## config.mk

```make
export PLATFORM = sky130hd
export DESIGN_NAME = instruction_fetch
export DESIGN_NICKNAME = d
export VERILOG_FILES = /design/src/rtl/cpu_pkg.sv /design/src/rtl/fetch_fifo.sv /design/src/rtl/instruction_fetch.sv
export SDC_FILE = /design/constraint.sdc
export NUM_CORES = 1
export LEC_CHECK = 0
export CORE_UTILIZATION = 43
export CTS_BUF_LIST = sky130_fd_sc_hd__clkbuf_8
export CTS_CLUSTER_DIAMETER = 200
export DETAILED_ROUTE_END_ITERATION = 10
export MAX_ROUTING_LAYER = met4
export REMOVE_ABC_BUFFERS = 1
export SLEW_MARGIN = 20
export SYNTH_ARGS = -nofsm -noshare
export SYNTH_HDL_FRONTEND = slang
export SYNTH_SLANG_ARGS = --single-unit
```

## constraint.sdc

```tcl
create_clock -name clk -period 7.6 [get_ports clk]
set_clock_uncertainty 0.05 [all_clocks]
set_input_delay 1.14 -clock clk [delete_from_list [all_inputs] [get_ports clk]]
set_output_delay 1.14 -clock clk [all_outputs]
set_load 0.02 [all_outputs]
```

## src/rtl/cpu_pkg.sv

```systemverilog
// Shared CPU front-end definitions: default widths, instruction field slices
// and the fetch FSM state encoding.
package cpu_pkg;

    localparam int ADDR_W_DEF = 8;
    localparam int DATA_W_DEF = 8;

    localparam int OPCODE_MSB = 7;
    localparam int OPCODE_LSB = 3;

    typedef enum logic [1:0] {
        ST_BOOT  = 2'd0,
        ST_FETCH = 2'd1,
        ST_FULL  = 2'd2
    } fetch_state_t;

    function automatic logic [OPCODE_MSB-OPCODE_LSB:0] opcode_of(input logic [DATA_W_DEF-1:0] instr);
        return instr[OPCODE_MSB:OPCODE_LSB];
    endfunction

endpackage

```

## src/rtl/fetch_fifo.sv

```systemverilog
// Synchronous prefetch FIFO with flush; head entry is presented combinationally
// and reads as zero while empty.
module fetch_fifo #(
    parameter int WIDTH = 16,
    parameter int DEPTH = 4
) (
    input  logic                     clk,
    input  logic                     rst,
    input  logic                     i_push,
    input  logic                     i_pop,
    input  logic                     i_flush,
    input  logic [WIDTH-1:0]         i_wdata,
    output logic [WIDTH-1:0]         o_rdata,
    output logic [$clog2(DEPTH):0]   o_count,
    output logic                     o_full,
    output logic                     o_empty
);

    localparam int PTR_W = $clog2(DEPTH);
    localparam int CNT_W = PTR_W + 1;

    logic [WIDTH-1:0] r_mem [DEPTH];
    logic [PTR_W-1:0] r_wr_ptr;
    logic [PTR_W-1:0] r_rd_ptr;
    logic [CNT_W-1:0] r_count;

    logic w_do_push;
    logic w_do_pop;

    assign o_full    = (r_count == CNT_W'(DEPTH));
    assign o_empty   = (r_count == '0);
    assign o_count   = r_count;
    assign w_do_push = i_push & ~i_flush & ~o_full;
    assign w_do_pop  = i_pop & ~i_flush & ~o_empty;
    assign o_rdata   = o_empty ? '0 : r_mem[r_rd_ptr];

    // NOTE: the storage array has no reset; a flush or reset only clears pointers
    // and count, so stale entries are never observable and the array maps to plain RAM.
    always_ff @(posedge clk) begin
        if (w_do_push) begin
            r_mem[r_wr_ptr] <= i_wdata;
        end
    end

    // NOTE: all sequential state uses non-blocking assignments so every register
    // samples pre-edge values regardless of statement order.
    always_ff @(posedge clk or negedge rst) begin
        if (!rst) begin
            r_wr_ptr <= '0;
            r_rd_ptr <= '0;
            r_count  <= '0;
        end else if (i_flush) begin
            r_wr_ptr <= '0;
            r_rd_ptr <= '0;
            r_count  <= '0;
        end else begin
            if (w_do_push) r_wr_ptr <= r_wr_ptr + 1'b1;
            if (w_do_pop)  r_rd_ptr <= r_rd_ptr + 1'b1;
            case ({w_do_push, w_do_pop})
                2'b10:   r_count <= r_count + 1'b1;
                2'b01:   r_count <= r_count - 1'b1;
                default: r_count <= r_count;
            endcase
        end
    end

endmodule

```

## src/rtl/instruction_fetch.sv

```systemverilog
// Fetch stage: owns the fetch PC, issues one byte read at a time, buffers
// {pc, byte} pairs in a prefetch FIFO and hands them to decode in order.
module instruction_fetch
    import cpu_pkg::*;
#(
    parameter int                ADDR_W   = ADDR_W_DEF,
    parameter int                DATA_W   = DATA_W_DEF,
    parameter int                DEPTH    = 4,
    parameter logic [ADDR_W-1:0] RESET_PC = '0
) (
    input  logic              clk,
    input  logic              rst,
    output logic              mem_req,
    output logic [ADDR_W-1:0] mem_addr,
    input  logic              mem_ack,
    input  logic [DATA_W-1:0] mem_rdata,
    input  logic              redirect,
    input  logic [ADDR_W-1:0] redirect_addr,
    output logic              inst_valid,
    output logic [DATA_W-1:0] inst,
    output logic [ADDR_W-1:0] inst_pc,
    input  logic              inst_ready
);

    localparam int                CNT_W = $clog2(DEPTH) + 1;
    localparam logic [CNT_W-1:0] ONE_SHORT = CNT_W'(DEPTH - 1);

    fetch_state_t        r_state;
    logic [ADDR_W-1:0]   r_fetch_pc;

    logic                      w_push;
    logic                      w_pop;
    logic                      w_full;
    logic                      w_empty;
    logic [CNT_W-1:0]          w_count;
    logic [ADDR_W+DATA_W-1:0]  w_head;

    // Request and address come only from registers: no input-to-output path.
    assign mem_req    = (r_state == ST_FETCH);
    assign mem_addr   = r_fetch_pc;

    assign w_push     = mem_req & mem_ack & ~redirect & ~w_full;
    assign w_pop      = inst_valid & inst_ready & ~redirect;
    assign inst_valid = ~w_empty;
    assign {inst_pc, inst} = w_head;

    fetch_fifo #(
        .WIDTH (ADDR_W + DATA_W),
        .DEPTH (DEPTH)
    ) u_fifo (
        .clk     (clk),
        .rst     (rst),
        .i_push  (w_push),
        .i_pop   (w_pop),
        .i_flush (redirect),
        .i_wdata ({r_fetch_pc, mem_rdata}),
        .o_rdata (w_head),
        .o_count (w_count),
        .o_full  (w_full),
        .o_empty (w_empty)
    );

    always_ff @(posedge clk or negedge rst) begin
        if (!rst) begin
            r_state    <= ST_BOOT;
            r_fetch_pc <= RESET_PC;
        end else if (redirect) begin
            r_state    <= ST_FETCH;
            r_fetch_pc <= redirect_addr;
        end else begin
            if (w_push) begin
                r_fetch_pc <= r_fetch_pc + 1'b1;
            end
            case (r_state)
                ST_BOOT:  r_state <= ST_FETCH;
                // Stop requesting the moment the last free slot is filled.
                ST_FETCH: if (w_push && !w_pop && w_count == ONE_SHORT) r_state <= ST_FULL;
                ST_FULL:  if (w_pop) r_state <= ST_FETCH;
                default:  r_state <= ST_BOOT;
            endcase
        end
    end

endmodule
```

==> results of run 1 <==
-- worst min-delay path, delay by kind of cell, from the launching register on --
family	cells	cell delay (ns)
xor+xnor	1	0.07
flops	1	0.38
simple gates	1	0.07
-- per-stage QoR --
step / hold slack [ns] / util / cells / instance area [µm²]
5_1_grt: 0.5748 / 0.5544 / 369 / 4307
3_3_place_gp: 0.4924 / 0.5250 / 353 / 4078
2_1_floorplan: 0.4864 / - / 199 / 3425
6_report: 0.5150 / 0.5544 / 369 / 4307
3_5_place_dp: 0.5064 / 0.5250 / 353 / 4078
4_1_cts: 0.5253 / 0.5544 / 369 / 4307
-- state kept, by name, summed over array words and instances (netlist names) --
name / count
mem_addr: 8
u_fifo.r_wr_ptr: 2
u_fifo.o_count: 3
u_fifo.r_mem: 64
r_state: 2
u_fifo.r_rd_ptr: 2
-- routing by layer --
metal / GRT usage / routed length [µm] / up-vias
li1: - / - / 895
met1: 0.2302 / 2967 / 959
met2: 0.2512 / 2920 / 52
met3: 0.02819 / 241 / 9
met4: 0.07031 / 102 / 0
met5: - / 0 / -
-- layout make-up --
cell class | instances | area, µm²
clock inverter | 7 | 105.1
clock buffer | 9 | 123.9
sequential | 81 | 2347
inverter | 3 | 11.26
multi-input combinational | 115 | 1086
timing repair buffer | 52 | 505.5
fill | 652 | 3461
tap | 102 | 127.6
-- cells by family after synthesis --
family / count (synthesis) / synth area share
DFF: 81 / 0.6753
and+or+nand+nor: 62 / 0.1051
muxes: 22 / 0.1235
AOI/OAI and AO/OA: 14 / 0.02448
buffers and inverters: 13 / 0.01800
xor gates and xnor gates: 11 / 0.02988
adders and majority gates: 6 / 0.02376
-- layout by cell type (no fill, tap or decap), types with 4 or more instances in the layout --
master / count
buf_4: 6
o21ai_0: 7
xnor2_1: 5
xor2_1: 5
clkdlybuf4s50_1: 46
nand3_1: 4
and2_1: 16
mux4_2: 16
nor3b_2: 4
ha_1: 5
nor3_1: 4
nand2_1: 10
clkbuf_8: 9
nor2_1: 7
edfxtp_1: 64
dfrtp_1: 17
-- power groups by stage --
stage	clock network [W]	logic [W]	registers, W
finish	0.000358	0.000443	0.000567
global route	0.000382	0.000481	0.000575
CTS	0.000363	0.000453	0.000568
detailed placement	0	0.000452	0.000578
global placement	0	0.000451	0.000577
floorplan	0	0.000248	0.000589
-- worst max-delay path by stage --
stage | to | slack (ns)
2_1_floorplan | u_fifo.r_mem[0][0] | 4.22
3_3_place_gp | u_fifo.o_count[2] | 4.10
3_5_place_dp | u_fifo.o_count[2] | 3.93
4_1_cts | inst_pc[6] | 3.98
5_1_grt | inst_pc[6] | 3.90
6_report | inst_pc[6] | 4.05
==> results.json, run 1 <==
{
  "outcome": "completed",
  "hold_viol": 0,
  "yosysUniqueCellTypes": 41,
  "p_comb_frac": 0.324,
  "crit_chain": "or3_1 > and2_1 > clkdlybuf4s50_1",
  "critPathMaxStageDelay_ns": 0.71,
  "hold_depth": 2,
  "fp.dieH_um": 91.91,
  "vias": 1915,
  "synth-async-reset-ratio": 0.2099,
  "setup_viol": 0,
  "diodes": 0,
  "ir_drop_v": 0.0001283,
  "synth.top_cells.by_count": "edfxtp_1 (64), dfrtp_1 (17), and2_1 (16), mux4_2 (16), nand2_1 (10)",
  "syn_area_per_cell_um2": 16.63,
  "die_x_um": 91.91,
  "rows": 32,
  "worst_pin_slew_ns": 0.8390,
  "drtAntennaViolNets": 0,
  "worst_ep_arrival_time_ns": 2.36,
  "fin_crit_ns": 3.553,
  "nNetsFinal": 289,
  "synth_edf_count": 64,
  "cp_top_family": "simple AND/OR/NAND/NOR gates",
  "drc": 0,
  "avgRoutedWirePerCell_um": 16.89,
  "path_buf_inv": 1,
  "hold_path_startpoint": "u_fifo.r_rd_ptr[0]",
  "cellPowerDensity_nw_per_um2": 317.6,
  "reg2reg_to": "u_fifo.o_count[2]",
  "hold_path_end": "u_fifo.r_rd_ptr[0]",
  "grt_max_degree": 30,
  "syn_to_final_growth_pct": 23.90,
  "p_int_w": 0.0009423,
  "yosysTopAreaCellShare": 0.5529,
  "hpwlAfterDp_um": 3936,
  "grtUsageTotal": 0.1681,
  "cts_setup_buffers": 0,
  "netlist_instances": 209,
  "rrSetupSlack_ns": 4.61,
  "ys_seq_area_frac": 0.6753,
  "r2r_cells": 7,
  "yosysMostFrequentCell": "edfxtp_1",
  "cts_buffers": 9,
  "switching_power_w": 0.0004254,
  "p_clk_frac": 0.262,
  "ys_warn_count": 0,
  "switching_share": 0.3110,
  "htree_num_levels": 3,
  "cts_buffer_depth": 2,
  "rsz0062_at_grt": "no",
  "power.leakage_nw": 1.466,
  "drv_cap": 0,
  "wl_um": 6231,
  "yosys-top-cells-area": "edfxtp_1 (55%), dfrtp_1 (12%), mux4_2 (10%)",
  "drt_iter0_drc": 72,
  "antenna_found_initial": 0,
  "core-area_um2": 7767,
  "synth_area_leader_cell": "edfxtp_1",
  "first_global_vias": 1903,
  "max_freq_ghz": 0.2814,
  "clkLatencyLatePin_ns": 0.34,
  "ios": 47,
  "ctsResizeCount": 0,
  "cp_num_cells": 3,
  "worst-setup-path-type": "register to output pin",
  "startpoint_type": "register",
  "drive_gt1_frac": 0.1835,
  "synth_area_um2": 3476,
  "cts_tree": "done",
  "cp.required_ns": 6.41,
  "hold_buffers": 0,
  "report.final.slew_viol_count": 0,
  "start_util": 0.4475,
  "startpoint": "u_fifo.o_count[0]",
  "cts.sinks": 81,
  "ys_seq_elements": 81,
  "tns_ns": 0,
  "grt_pass1_wl_um": 10140,
  "fin_crit_sh": 0.4675,
  "viasPerCell": 5.190,
  "overflow": 0,
  "setup_slack_ns": 4.047,
  "path_max_fanout": 20,
  "pre_cts_slack_ns": 3.929,
  "clk_pin_slew_worst_paths_ns": 0.08,
  "slowest_stage": "or3_1",
  "rr_startpoint": "u_fifo.o_count[0]",
  "port_buffers": 46,
  "p_total_w": 0.001368,
  "endpoint_kind": "output pin",
  "relSlewSlack": 0.4389,
  "pwr-share-seq": 0.415,
  "synth-main-ff-cell": "edfxtp_1",
  "gp_congestion": 0.7945,
  "die_area_um2": 8447,
  "holdCritPathClass": "register to register",
  "cts_root_buf": "clkbuf_8",
  "dr.pass1.iters": 4
}
No activity file was read; power rests on OpenSTA's default activity.
==> run 2: changes to the inputs <==
Settings changed: PLACE_DENSITY set to 0.67.
Clock period 7.6 ns to 3.2 ns, I/O delays scaled along.
==> run 2 against run 1 <==
Net effect: register-to-register slack got worse by 3.8 ns; largest cell class unchanged; combinational power increased by 150%; via count increased by 0.63%; first-iteration DRC count increased by 31%; highest routed layer unchanged; wire length increased by 1.3%; cell count increased by 0.81%; clock power increased by 95%; design area increased by 0.23%; hold slack improved by 0.021 ns; global-route usage increased by 0.27 points; utilization increased by 0.13 points; sequential power increased by 140%.
==> results.json, run 2 (synthesis gave the netlist of run 1 again) <==
{
  "drv_cap": 0,
  "drtAntennaViolNets": 0,
  "gp_congestion": 0.7780,
  "holdCritPathClass": "primary input to async pin",
  "p_int_w": 0.002172,
  "pwr-share-seq": 0.430,
  "path_max_fanout": 14,
  "cts.sinks": 81,
  "cts_root_buf": "clkbuf_8",
  "rrSetupSlack_ns": 0.77,
  "worst_ep_arrival_time_ns": 2.36,
  "drc": 0,
  "port_buffers": 46,
  "wl_um": 6315,
  "hold_viol": 0,
  "p_total_w": 0.003146,
  "grt_pass1_wl_um": 10410,
  "setup_viol": 0,
  "ctsResizeCount": 0,
  "die_x_um": 91.91,
  "rsz0062_at_grt": "no",
  "tns_ns": 0,
  "first_global_vias": 1943,
  "clk_pin_slew_worst_paths_ns": 0.08,
  "max_freq_ghz": 0.3457,
  "grtUsageTotal": 0.1708,
  "antenna_found_initial": 0,
  "grt_max_degree": 29,
  "nNetsFinal": 293,
  "diodes": 0,
  "switching_power_w": 0.0009749,
  "fp.dieH_um": 91.91,
  "endpoint_kind": "output pin",
  "cts_buffers": 9,
  "utilization": 0.5557,
  "vias": 1927,
  "worst_pin_slew_ns": 0.7917,
  "dr.pass1.iters": 4,
  "hpwlAfterDp_um": 4107,
  "layout_commonest_cell": "edfxtp_1",
  "avgRoutedWirePerCell_um": 16.98,
  "mostFrequentLayoutCells": "edfxtp_1 (64), clkdlybuf4s50_1 (46), dfrtp_1 (17)",
  "cp.required_ns": 2.67,
  "overflow": 0,
  "startpoint_type": "register",
  "cts_buffer_depth": 2,
  "cellPowerDensity_nw_per_um2": 728.9,
  "ir_drop_v": 0.0004068,
  "drt_iter0_drc": 94,
  "ios": 47,
  "fin_crit_sh": 0.9039,
  "switching_share": 0.3098,
  "clkLatencyLatePin_ns": 0.34,
  "outcome": "completed",
  "top_register": "u_fifo.r_mem",
  "p_clk_frac": 0.221,
  "core-area_um2": 7767,
  "p_comb_frac": 0.348,
  "fin_crit_ns": 2.893,
  "relSlewSlack": 0.4705,
  "htree_num_levels": 3,
  "largest_register_ffs": 64,
  "cts_setup_buffers": 0,
  "worst-setup-path-type": "register to output pin",
  "start_util": 0.4475,
  "hold_buffers": 0,
  "cts_tree": "done",
  "rows": 32,
  "viasPerCell": 5.180,
  "syn_to_final_growth_pct": 24.19,
  "die_area_um2": 8447,
  "report.final.slew_viol_count": 0,
  "power.leakage_nw": 1.472,
  "drive_gt1_frac": 0.1889
}
## run 2: metrics by stage
step                instances  hold slack (ns)  setup WS (ns)  instance area, µm²
finish                    372           0.5364         0.3074                4317
global route              372           0.5819         0.2180                4317
CTS                       372           0.5376         0.2739                4317
detailed placement        357           0.5251         0.5794                4133
global placement          357           0.5255         0.6633                4133
floorplan                 199           0.1344         0.4787                3425
## run 2: area by class of cell
class | count | area, µm²
multi-input combinational | 115 | 1086
inverter | 3 | 11.26
sequential | 81 | 2347
clock buffer | 9 | 123.9
clock inverter | 6 | 60.06
timing repair buffer | 56 | 560.5
tap | 102 | 127.6
fill | 630 | 3451
## run 2: critical path: stages (launching register included)
cell and delay (ns):
dfrtp_1 0.56, buf_12 0.23, mux4_2 0.51, and2_1 0.17, clkdlybuf4s50_1 0.54
## run 2: power by group through the flow
| stage | Combinational, W | Clock (W) | Sequential [W] |
|---|---|---|---|
| after floorplan | 0.000588 | 0 | 0.00140 |
| after global placement | 0.00110 | 0 | 0.00138 |
| after detailed placement | 0.00111 | 0 | 0.00138 |
| after CTS | 0.00112 | 0.000720 | 0.00136 |
| after global routing | 0.00119 | 0.000762 | 0.00137 |
| final | 0.00110 | 0.000697 | 0.00135 |
## run 2: path summary, 6_finish.rpt
check                                   start                  to  cells after the start
max in group asynchronous                 rst         mem_addr[0]                      1
max reg2reg                 u_fifo.o_count[0]   u_fifo.o_count[2]                      7
min reg2reg                u_fifo.r_wr_ptr[1]  u_fifo.r_wr_ptr[1]                      2
min                                       rst  u_fifo.r_wr_ptr[1]                      1
min in group clk           u_fifo.r_wr_ptr[1]  u_fifo.r_wr_ptr[1]                      2
max                        u_fifo.r_rd_ptr[0]          inst_pc[7]                      4
## run 2: layer usage
| layer | share of wire | track usage | vias to the layer above |
|---|---|---|---|
| li1 | - | - | 905 |
| met3 | 0.051 | 0.04312 | 6 |
| met4 | 0.0067 | 0.04557 | 0 |
| met2 | 0.49 | 0.2711 | 63 |
| met1 | 0.45 | 0.2210 | 953 |
| met5 | 0 | - | - |
==> run 3: changes to the inputs <==
Settings changed: CELL_PAD_IN_SITES_DETAIL_PLACEMENT set to 2, CELL_PAD_IN_SITES_GLOBAL_PLACEMENT set to 2, CORE_UTILIZATION 43 to 37, PLACE_DENSITY 0.67 to not set, PLACE_DENSITY_LB_ADDON set to 0.1.
==> run 3 against run 2 <==
Net effect: clock power grew 31%; utilization shrank 7.5 points; total power grew 8.1%; register-to-register slack worse by 0.03 ns; wire length grew 26%; via count rose by 4.3%; maximum frequency is 3.3% higher; global-route usage is 1.5 points higher; count of clock-buffer cells in the layout unchanged; design area grew 2.0%; cell count increased by 3.2%; combinational power is 4% higher; largest cell class unchanged.
==> results.json, run 3 (synthesis gave the netlist of run 1 again) <==
{
  "drv_cap": 0,
  "wl_um": 7960,
  "cellPowerDensity_nw_per_um2": 773.0,
  "grt_pass1_wl_um": 12940,
  "outcome": "completed",
  "relSlewSlack": 0.4476,
  "switching_share": 0.3113,
  "clk_pin_slew_worst_paths_ns": 0.09,
  "path_max_fanout": 16,
  "place_area_um2": 4159,
  "endpoint_kind": "output pin",
  "drt_iter0_drc": 31,
  "port_buffers": 46,
  "cts_buffers": 9,
  "rsz0062_at_grt": "no",
  "start_util": 0.3798,
  "dr.pass1.iters": 4,
  "mostFrequentLayoutCells": "edfxtp_1 (64), clkdlybuf4s50_1 (46), dfrtp_1 (17)",
  "cts_tree": "done",
  "rows": 35,
  "hold_buffers": 0,
  "die_area_um2": 9786,
  "hold_viol": 0,
  "antenna_found_initial": 0,
  "viasPerCell": 5.234,
  "fin_crit_sh": 0.8748,
  "design_area_um2": 4402,
  "first_global_vias": 2280,
  "ir_drop_v": 0.0003446,
  "fin_crit_ns": 2.799,
  "p_int_w": 0.002343,
  "setup_viol": 0,
  "p_clk_frac": 0.269,
  "cts_root_buf": "clkbuf_8",
  "avgRoutedWirePerCell_um": 20.73,
  "fp.dieH_um": 98.93,
  "clkLatencyLatePin_ns": 0.35,
  "worst-setup-path-type": "register to output pin",
  "diodes": 0,
  "gp_congestion": 0.7845,
  "cp_top_family": "buffers and inverters",
  "startpoint_type": "register",
  "hpwlAfterDp_um": 5313,
  "top_register": "u_fifo.r_mem",
  "regArea_um2": 2347,
  "critPathMaxStageDelay_ns": 0.53,
  "htree_num_levels": 3,
  "core-area_um2": 9153,
  "p_comb_frac": 0.335,
  "slowest_stage": "mux4_2",
  "whs_ns": 0.5196,
  "cts_buffer_depth": 2,
  "pwr-share-seq": 0.397,
  "vias": 2010,
  "cts_setup_buffers": 0,
  "grt_max_degree": 29,
  "holdCritPathClass": "register to register",
  "drc": 0,
  "nNetsFinal": 295,
  "overflow": 0,
  "cts.sinks": 81,
  "grtUsageTotal": 0.1863,
  "tns_ns": 0,
  "cp.required_ns": 2.67,
  "path_buf_inv": 2,
  "drtAntennaViolNets": 0,
  "switching_power_w": 0.001059,
  "max_freq_ghz": 0.3572,
  "drive_gt1_frac": 0.1978,
  "die_x_um": 98.93,
  "largest_register_ffs": 64,
  "multi_input_area_um2": 1086,
  "utilization": 0.4809,
  "ctsResizeCount": 0,
  "syn_to_final_growth_pct": 26.64,
  "fill_cells": 881,
  "ios": 47,
  "crit_chain": "buf_12 > mux4_2 > and2_1 > clkdlybuf4s50_1",
  "layout_commonest_cell": "edfxtp_1",
  "worst_ep_arrival_time_ns": 2.27,
  "power.leakage_nw": 1.511,
  "report.final.slew_viol_count": 0,
  "worst_pin_slew_ns": 0.8259
}
-- run 3: cell count changes in the layout (fill, tap and decap cells not counted) --
cell       delta
inv_1         +1
clkinv_2      -2
inv_6         +1
clkinv_1      -1
bufinv_16     +2
buf_4         +2
-- run 3: path summary, 6_finish.rpt --
kind	slack [ns]	to	from	cells after the start
max	0.40	inst_pc[2]	u_fifo.r_rd_ptr[0]	4
min	0.52	u_fifo.r_rd_ptr[1]	u_fifo.r_rd_ptr[1]	2
max reg2reg	0.74	u_fifo.o_count[2]	u_fifo.o_count[0]	7
min reg2reg	0.52	u_fifo.r_rd_ptr[1]	u_fifo.r_rd_ptr[1]	2
max in group asynchronous	2.03	u_fifo.r_wr_ptr[1]	rst	1
min in group asynchronous	0.55	mem_addr[0]	rst	1
-- run 3: final cells by class --
cell class                      count  area share
Tap cell                          111     0.03155
Clock buffer                        9     0.02814
Sequential cell                    81      0.5333
Clock inverter                      7     0.02700
Timing Repair Buffer               58      0.1308
Multi-Input combinational cell    115      0.2467
Inverter                            3    0.002558
-- run 3: layer usage --
metal | track usage | wire [µm] | vias up
met4 | 0.06889 | 97 | 0
met2 | 0.3168 | 4169 | 34
li1 | - | - | 907
met3 | 0.02624 | 163 | 8
met1 | 0.2264 | 3529 | 1061
met5 | - | 0 | -
-- run 3: worst min-delay path, cell delays in order (launching register included) --
cell and delay [ns]:
dfrtp_1 0.37, xor2_1 0.07, nor2_1 0.09
-- run 3: metrics by stage --
step	power [W]	cells	setup WS (ns)
3_3_place_gp	0.002493	368	0.6317
4_1_cts	0.003460	384	0.3697
6_report	0.003402	384	0.4007
3_5_place_dp	0.002539	368	0.5551
2_1_floorplan	0.001987	199	0.4787
5_1_grt	0.003583	384	0.2980
-- run 3: power by group through the flow --
stage / clock network, W / logic (W) / registers [W]
3_5_place_dp: 0 / 0.00116 / 0.00138
6_report: 0.000914 / 0.00114 / 0.00135
3_3_place_gp: 0 / 0.00113 / 0.00137
5_1_grt: 0.000981 / 0.00124 / 0.00137
4_1_cts: 0.000937 / 0.00117 / 0.00135
2_1_floorplan: 0 / 0.000588 / 0.00140
